## src/rtl/cpu_pkg.sv

```systemverilog
// Shared types and constants for the CPU data-memory bridge.
package cpu_pkg;

  typedef enum logic [1:0] {
    IDLE = 2'd0,
    REQ  = 2'd1,
    DONE = 2'd2
  } state_t;

  localparam logic [31:0] ERR_DATA_DEFAULT = 32'hDEAD_BEEF;
  localparam logic [31:0] WORD_MASK        = 32'hFFFF_FFFC;

endpackage

```

## src/rtl/dmem_timeout.sv

```systemverilog
// 8-bit wait counter for the bridge; expire flags the last permitted REQ cycle.
module dmem_timeout #(
  parameter int unsigned TIMEOUT = 16
) (
  input  logic clk,
  input  logic n_rst,
  input  logic clr,
  input  logic en,
  output logic expire
);

  localparam logic [7:0] LAST = 8'(TIMEOUT - 1);

  logic [7:0] count;

  always_ff @(posedge clk or negedge n_rst) begin
    if (!n_rst) begin
      count <= 8'd0;
    end else if (clr) begin
      count <= 8'd0;
    end else if (en) begin
      count <= count + 8'd1;
    end
  end

  assign expire = en && (count == LAST);

endmodule

```

## src/rtl/dmem_bridge.sv

```systemverilog
// Turns single-cycle CPU data accesses into req/ack bus transactions, stalling
// the CPU until each completes and flagging misaligned or timed-out accesses.
module dmem_bridge
  import cpu_pkg::*;
#(
  parameter int unsigned TIMEOUT  = 16,
  parameter logic [31:0] ERR_DATA = ERR_DATA_DEFAULT
) (
  input  logic        clk,
  input  logic        n_rst,
  input  logic        RESET,
  input  logic [31:0] MA,
  input  logic [31:0] MWD,
  input  logic        MWR,
  input  logic        MOE,
  output logic [31:0] MRD,
  output logic        STALL,
  output logic        mem_fault,
  output logic        bus_req,
  output logic        bus_we,
  output logic [31:0] bus_addr,
  output logic [31:0] bus_wdata,
  input  logic [31:0] bus_rdata,
  input  logic        bus_ack,
  output state_t      dbg_state
);

  // Bus handshake: bus_req stays high with bus_addr/bus_we/bus_wdata stable
  // until a single-cycle bus_ack completes it; an abort (RESET, timeout or
  // n_rst) drops bus_req without any ack.

  state_t      state, next_state;
  logic        start, fin, fin_fault, expire, we_q;
  logic [31:0] fin_data;

  wire access = MWR | MOE;

  dmem_timeout #(.TIMEOUT(TIMEOUT)) u_timeout (
    .clk    (clk),
    .n_rst  (n_rst),
    .clr    (state != REQ),
    .en     (state == REQ),
    .expire (expire)
  );

  always_ff @(posedge clk or negedge n_rst) begin
    if (!n_rst) state <= IDLE;
    else        state <= next_state;
  end

  always_comb begin
    next_state = state;
    STALL      = 1'b0;
    start      = 1'b0;
    fin        = 1'b0;
    fin_fault  = 1'b0;
    fin_data   = 32'h0;
    case (state)
      IDLE: begin
        if (access && !RESET) begin
          STALL = 1'b1;
          if (MA[1:0] != 2'b00) begin
            next_state = DONE;
            fin        = 1'b1;
            fin_fault  = 1'b1;
            fin_data   = MWR ? 32'h0 : ERR_DATA;
          end else begin
            next_state = REQ;
            start      = 1'b1;
          end
        end
      end
      REQ: begin
        STALL = 1'b1;
        if (RESET) begin
          next_state = IDLE;
        end else if (bus_ack) begin
          // An ack on the final permitted cycle still wins over the timeout.
          next_state = DONE;
          fin        = 1'b1;
          fin_data   = we_q ? 32'h0 : bus_rdata;
        end else if (expire) begin
          next_state = DONE;
          fin        = 1'b1;
          fin_fault  = 1'b1;
          fin_data   = we_q ? 32'h0 : ERR_DATA;
        end
      end
      DONE:    next_state = IDLE;
      default: next_state = IDLE;
    endcase
  end

  always_ff @(posedge clk or negedge n_rst) begin
    if (!n_rst) begin
      bus_addr  <= 32'h0;
      bus_wdata <= 32'h0;
      we_q      <= 1'b0;
      MRD       <= 32'h0;
      mem_fault <= 1'b0;
    end else begin
      if (start) begin
        bus_addr  <= MA & WORD_MASK;
        bus_wdata <= MWD;
        we_q      <= MWR;
      end
      mem_fault <= fin & fin_fault;
      if (RESET)    MRD <= 32'h0;
      else if (fin) MRD <= fin_data;
    end
  end

  assign bus_req   = (state == REQ);
  assign bus_we    = bus_req & we_q;
  assign dbg_state = state;

endmodule

```

## config.mk

```make
export PLATFORM = sky130hd
export DESIGN_NAME = dmem_bridge
export DESIGN_NICKNAME = d
export VERILOG_FILES = /design/src/rtl/cpu_pkg.sv /design/src/rtl/dmem_timeout.sv /design/src/rtl/dmem_bridge.sv
export SDC_FILE = /design/constraint.sdc
export NUM_CORES = 1
export LEC_CHECK = 0
export BUFFER_PORTS_ARGS = -buffer_cell sky130_fd_sc_hd__buf_2
export CORE_ASPECT_RATIO = 0.8
export CORE_MARGIN = 2
export CORE_UTILIZATION = 50
export DETAILED_ROUTE_END_ITERATION = 16
export HOLD_SLACK_MARGIN = 0.05
export PLACE_DENSITY_LB_ADDON = 0.1
export SETUP_SLACK_MARGIN = 0.15
export SYNTH_ARGS = -nofsm -noshare
export SYNTH_HDL_FRONTEND = slang
export SYNTH_SLANG_ARGS = --single-unit
```

## constraint.sdc

```tcl
create_clock -name clk -period 5.6 [get_ports clk]
set_input_delay 0.56 -clock clk [delete_from_list [all_inputs] [get_ports clk]]
set_output_delay 0.56 -clock clk [all_outputs]
set_load 0.05 [all_outputs]
```

; ---- Yosys cells after proc, flatten, opt, wreduce, memory -nomap -nowiden
; Cells that the tools add are included.
[op_classes]
addsub = 1
n_eq_ne = 5
muxes = 32
n_bitwise = 3
n_reduce_logical = 8
[ops]
columns = operator, n
row1 = 2-to-1 mux 32 bit, 9
row2 = one-hot mux 32 bit (2 select lines), 1
row3 = 2-to-1 mux 8 bit, 2
row4 = 2-to-1 mux 1 bit, 11
row5 = 2-to-1 mux 2 bit, 5
row6 = adder 8 x 1 -> 8 bit (second input constant), 1
row7 = == test 8 x 4 -> 1 bit (second input constant), 1
row8 = one-hot mux 1 bit (2 select lines), 3
row9 = nonzero test 2 bit, 3
row10 = != test 4 x 2 -> 1 bit (second input constant), 1
row11 = one-hot mux 2 bit (2 select lines), 1
row12 = bitwise AND 1 bit, 2
row13 = == test 2 x 1 -> 1 bit (second input constant), 1
row14 = logical AND 1 bit, 2
row15 = zero test 2 bit, 1
row16 = != test 2 x 1 -> 1 bit (second input constant), 1
row17 = != test 2 bit (second input constant), 1
row18 = AND reduction 2 bit, 1
row19 = zero test 1 bit, 1
row20 = bitwise OR 1 bit, 1
[totals]
regBits = 106
in_bits = 102
output_inout_bits = 102
wordCells = 56

; ---- Longest topological paths before layout
[depth]
ltp_word = 8
ltp_mapped = 8
depth_no_buf = 5

; ---- Hierarchy
; From an unflattened synthesis, not the netlist that was laid out.
[hier_totals]
cells_unflattened = 386
area_unflattened_um2 = 4998.5
[by_module_without_submodules]
columns = mod, instances, cells_each, area_per_inst_um2, seq_area_each_um2
row1 = dmem_bridge, 1, 346, 4584.4, 2452.4
row2 = dmem_timeout, 1, 40, 414.1, 200.2

; ---- Least setup slack after synthesis
; OpenSTA, ideal clock, no wires.
[synth_path]
path_kind = flip-flop to output port
startpoint = register state[0] (netlist: dbg_state[0])
endpoint = output bus_we
arrival_time_ns = 1.783
required_ns = 5.040
slack_ns = 3.257
path_stages_with_launch = 4
n_path_buf = 0
cell_sequence = dfrtp_1 -> nand2b_1 -> inv_1 -> and2_1
[synth_via]
elab_chain_cells = 2
[synth_rtl]
columns = item, line
row1 = "start, declared", dmem_bridge.sv:32  ; state_t state, next_state;
row2 = "start signal, assigned", dmem_bridge.sv:48  ; else state <= next_state;
row3 = == test 2 x 1 -> 1 bit, dmem_bridge.sv:113  ; assign bus_req = (state == REQ);
row4 = net bus_req, dmem_bridge.sv:19  ; output logic bus_req,
row5 = bitwise AND 1 bit, dmem_bridge.sv:114  ; assign bus_we = bus_req & we_q;
row6 = "end, declared", dmem_bridge.sv:20  ; output logic bus_we,
; The timed path passes the listed nets, and every way through them passes these cells.

; ---- Worst setup path after layout
[layout_path]
startpoint = register state[1] (netlist: dbg_state[1])
endpoint = output bus_we
[layout_via]
elab_chain_cells = 2
[layout_rtl]
columns = item, line
row1 = == test 2 x 1 -> 1 bit, dmem_bridge.sv:113
row2 = bitwise AND 1 bit, dmem_bridge.sv:114
; No other way between the ends.

==> run_results.csv <==
group,metric,value,unit
setup_path,reg2reg_depth,5,
setup_path,crit_arrival,1.86,ns
logic_synthesis,synth_cells,319,
logic_synthesis,ys_warn_count,0,
power,p_comb_share,37.6,%
power,p_leak,0.002925,uW
setup_path,critPathMaxFanout,13,
clocking,ctsResizeCount,0,
clocking,cts_made_buffers,9,
clocking,clk_pin_slew_worst_paths,0.10,ns
detailed_routing,drt_iter0_drc,155,
power,totalPowerFinal,2377,uW
power,seqPwrFrac,40.6,%
logic_synthesis,netlist_top_cells_area,"dfrtp_1 (60%), mux2_2 (16%), mux2i_1 (5.4%)",
setup_path,path_class,"reg2out",
setup_path,worst_path_max_delay_cell,"nand2b_1",
placed_design,dp_hpwl,7296,microns
cells_and_area,drive_gt1_share,56.62,%
clocking,cts.htree.levels,3,
sta,fin_worst_skew,0.01387,ns
logic_synthesis,synth_top_area_share,60.02,%
floorplan,top_level_ports,204,
clocking,cts_tree,"built",
power,p_sw_share,41.26,%
placed_design,port_buffers,201,
logic_synthesis,syn-cell-area,0.004419,sq mm
placed_design,postPlaceCellArea,0.005500,sq mm
floorplan,row_count,30,
sta,tns,0,ns
detailed_routing,antenna_left,0,
logic_synthesis,ys_types,33,
sta,fmax,413.1,MHz
placed_design,dp_cells,617,
detailed_routing,wire_per_inst,15.98,microns
logic_synthesis,synthFlopType,"dfrtp_1",
logic_synthesis,synthTopCellsByCount,"dfrtp_1 (106), mux2_2 (63), nand2_1 (29), a211oi_1 (24), mux2i_1 (24)",
clocking,cts_buffer_depth,2,
sta,slew_viol_final,0,
detailed_routing,wl_met3,829,microns
setup_path,start_kind,"flop",
sta,hold_violations,0,
clocking,post_cts_buffers,0,
logic_synthesis,avgSynthCellArea,13.85,sq um
power,p_clk_share,21.8,%
run,drv_cap,0,
power,ir_drop,0.2654,mV
detailed_routing,avgViaCountPerCell,5.114,
cells_and_area,area_growth,29.50,%
logic_synthesis,synth_edf_count,0,
sta,setup_viol,0,
global_route,grt_overflow,0,
global_route,grt_pass1_vias,3212,
worst_hold_path,hold_class,"in2async",
sta,tightest_slew,0.9315,ns
detailed_routing,via_count,3237,
detailed_routing,routed-wl-met2,4982,microns
floorplan,die_area,0.009611,sq mm
cells_and_area,regArea,0.002653,sq mm
logic_synthesis,synth_most_common_cell,"dfrtp_1",
clocking,ctsHoldBuffers,0,
detailed_routing,wirelength,10110,microns
clocking,insertion_delay,0.36,ns
floorplan,core_area,0.008521,sq mm
power,p_int,1396,uW
sta,min_period,2.420,ns
floorplan,start_util,51.86,%
floorplan,die_x,109.1,microns
detailed_routing,firstDrtPassIters,4,
setup_path,path_cells,"nand2b_1, inv_1, and2_1, buf_2",
setup_path,cpPeakStageDelay,0.50,ns
setup_path,critPathCaptureType,"output pin",
logic_synthesis,async_reset_ff_share,100.0,%
clocking,clockRootBuffer,"clkbuf_8",
setup_path,required,5.04,ns
cells_and_area,fillers,668,
placed_design,place.gp.congestion,0.7625,
clocking,cts.sinks,106,
cells_and_area,multi_input_area,0.001650,sq mm
sta,finalCritPeriodShare,43.22,%
cells_and_area,antenna_cells,0,
detailed_routing,drc,0,
cells_and_area,fin_cells,633,
cells_and_area,finish.instance_area,0.005723,sq mm
status,outcome,"completed",
detailed_routing,maxUsedRoutingLayer,"met4",
logic_synthesis,yosysSeqAreaShare,60.02,%
cells_and_area,nets,619,
power,p_sw,981.0,uW
power,p_per_area,415.4,mW/mm^2
sta,grt_setup_unrepaired,"false",
detailed_routing,wl_met1,4186,microns
global_route,grtUsageTotal,20.94,%
logic_synthesis,synth-seq-cells,106,
global_route,antenna_found_initial,0,
floorplan,die_h,88.09,microns
global_route,grt_max_degree,65,
logic_synthesis,yosys.area.top_type,"dfrtp_1",
cells_and_area,utilization,67.17,%
sta,slew_headroom,37.90,%
global_route,grt_pass1_wl,15530,microns
## state kept, by name, summed over array words and instances (netlist names)
register	cells
mem_fault	1
MRD	32
bus_addr	30
u_timeout.count	8
bus_wdata	32
we_q	1
dbg_state	2
## cell families after synthesis
| family | Yosys count | synth area share (%) |
|---|---|---|
| flops | 106 | 60.02 |
| mux | 87 | 21.49 |
| simple gates | 56 | 6.540 |
| compound gates | 38 | 7.305 |
| buf+inv | 24 | 3.086 |
| xor+xnor | 6 | 1.189 |
| fa+ha+maj | 1 | 0.2831 |
| other cells | 1 | 0.08486 |
## critical path: cells and delay by family (launching register included)
family	cells	cell delay, ns
and+or+nand+nor	2	0.70
DFF	1	0.44
buffers and inverters	2	0.36
## through the flow
| stage | worst slack, ns | hold WS (ns) |
|---|---|---|
| after global routing | 3.034 | 0.2041 |
| final | 3.180 | 0.1765 |
| after floorplan | 3.257 | 0.2644 |
| after detailed placement | 3.275 | 0.4491 |
| after CTS | 3.153 | 0.1792 |
| after global placement | 3.371 | 0.4481 |
## power groups by stage
stage | registers [uW] | logic (uW) | clock network [uW]
2_1_floorplan | 1470 | 175 | 0
3_3_place_gp | 976 | 892 | 0
3_5_place_dp | 982 | 902 | 0
4_1_cts | 967 | 902 | 536
5_1_grt | 985 | 933 | 567
6_report | 966 | 894 | 517
## layout by cell type (no fill, tap or decap), drive strengths merged, types with 3 or more instances in the layout
cell	netlist	routed
xor2	4	4
and2	3	3
clkbuf	4	10
a22o	9	9
buf	17	206
inv	3	6
mux2	63	63
nor2	10	10
dfrtp	106	106
nand2	29	29
mux2i	24	24
a211oi	24	24
## layout make-up
type | count | share of cell area [%]
clock buffer | 10 | 2.230
timing repair buffer | 206 | 18.28
tap | 112 | 2.449
clock inverter | 6 | 1.662
inverter | 3 | 0.1968
multi-input combinational | 190 | 28.84
sequential | 106 | 46.35
## final timing paths
kind / startpoint / to / slack (ns)
max in group asynchronous: n_rst / dbg_state[1]$_DFFE_PN0P_ / 4.25
max reg2reg: dbg_state[1]$_DFFE_PN0P_ / MRD[11]$_DFFE_PN0P_ / 3.29
min reg2reg: u_timeout.count[0]$_DFF_PN0_ / u_timeout.count[0]$_DFF_PN0_ / 0.46
min: n_rst / MRD[27]$_DFFE_PN0P_ / 0.18
min in group clk: MWD[3] / bus_wdata[3]$_DFFE_PN0P_ / 0.42
max: dbg_state[1]$_DFFE_PN0P_ / bus_we / 3.18
## per-layer routing
metal  track usage, %  vias up
met4            6.061        0
met5                0        -
met3            5.952       11
met2            35.35      128
li1                 -     1527
met1            26.55     1571
Power figures use the tool's default switching activity.
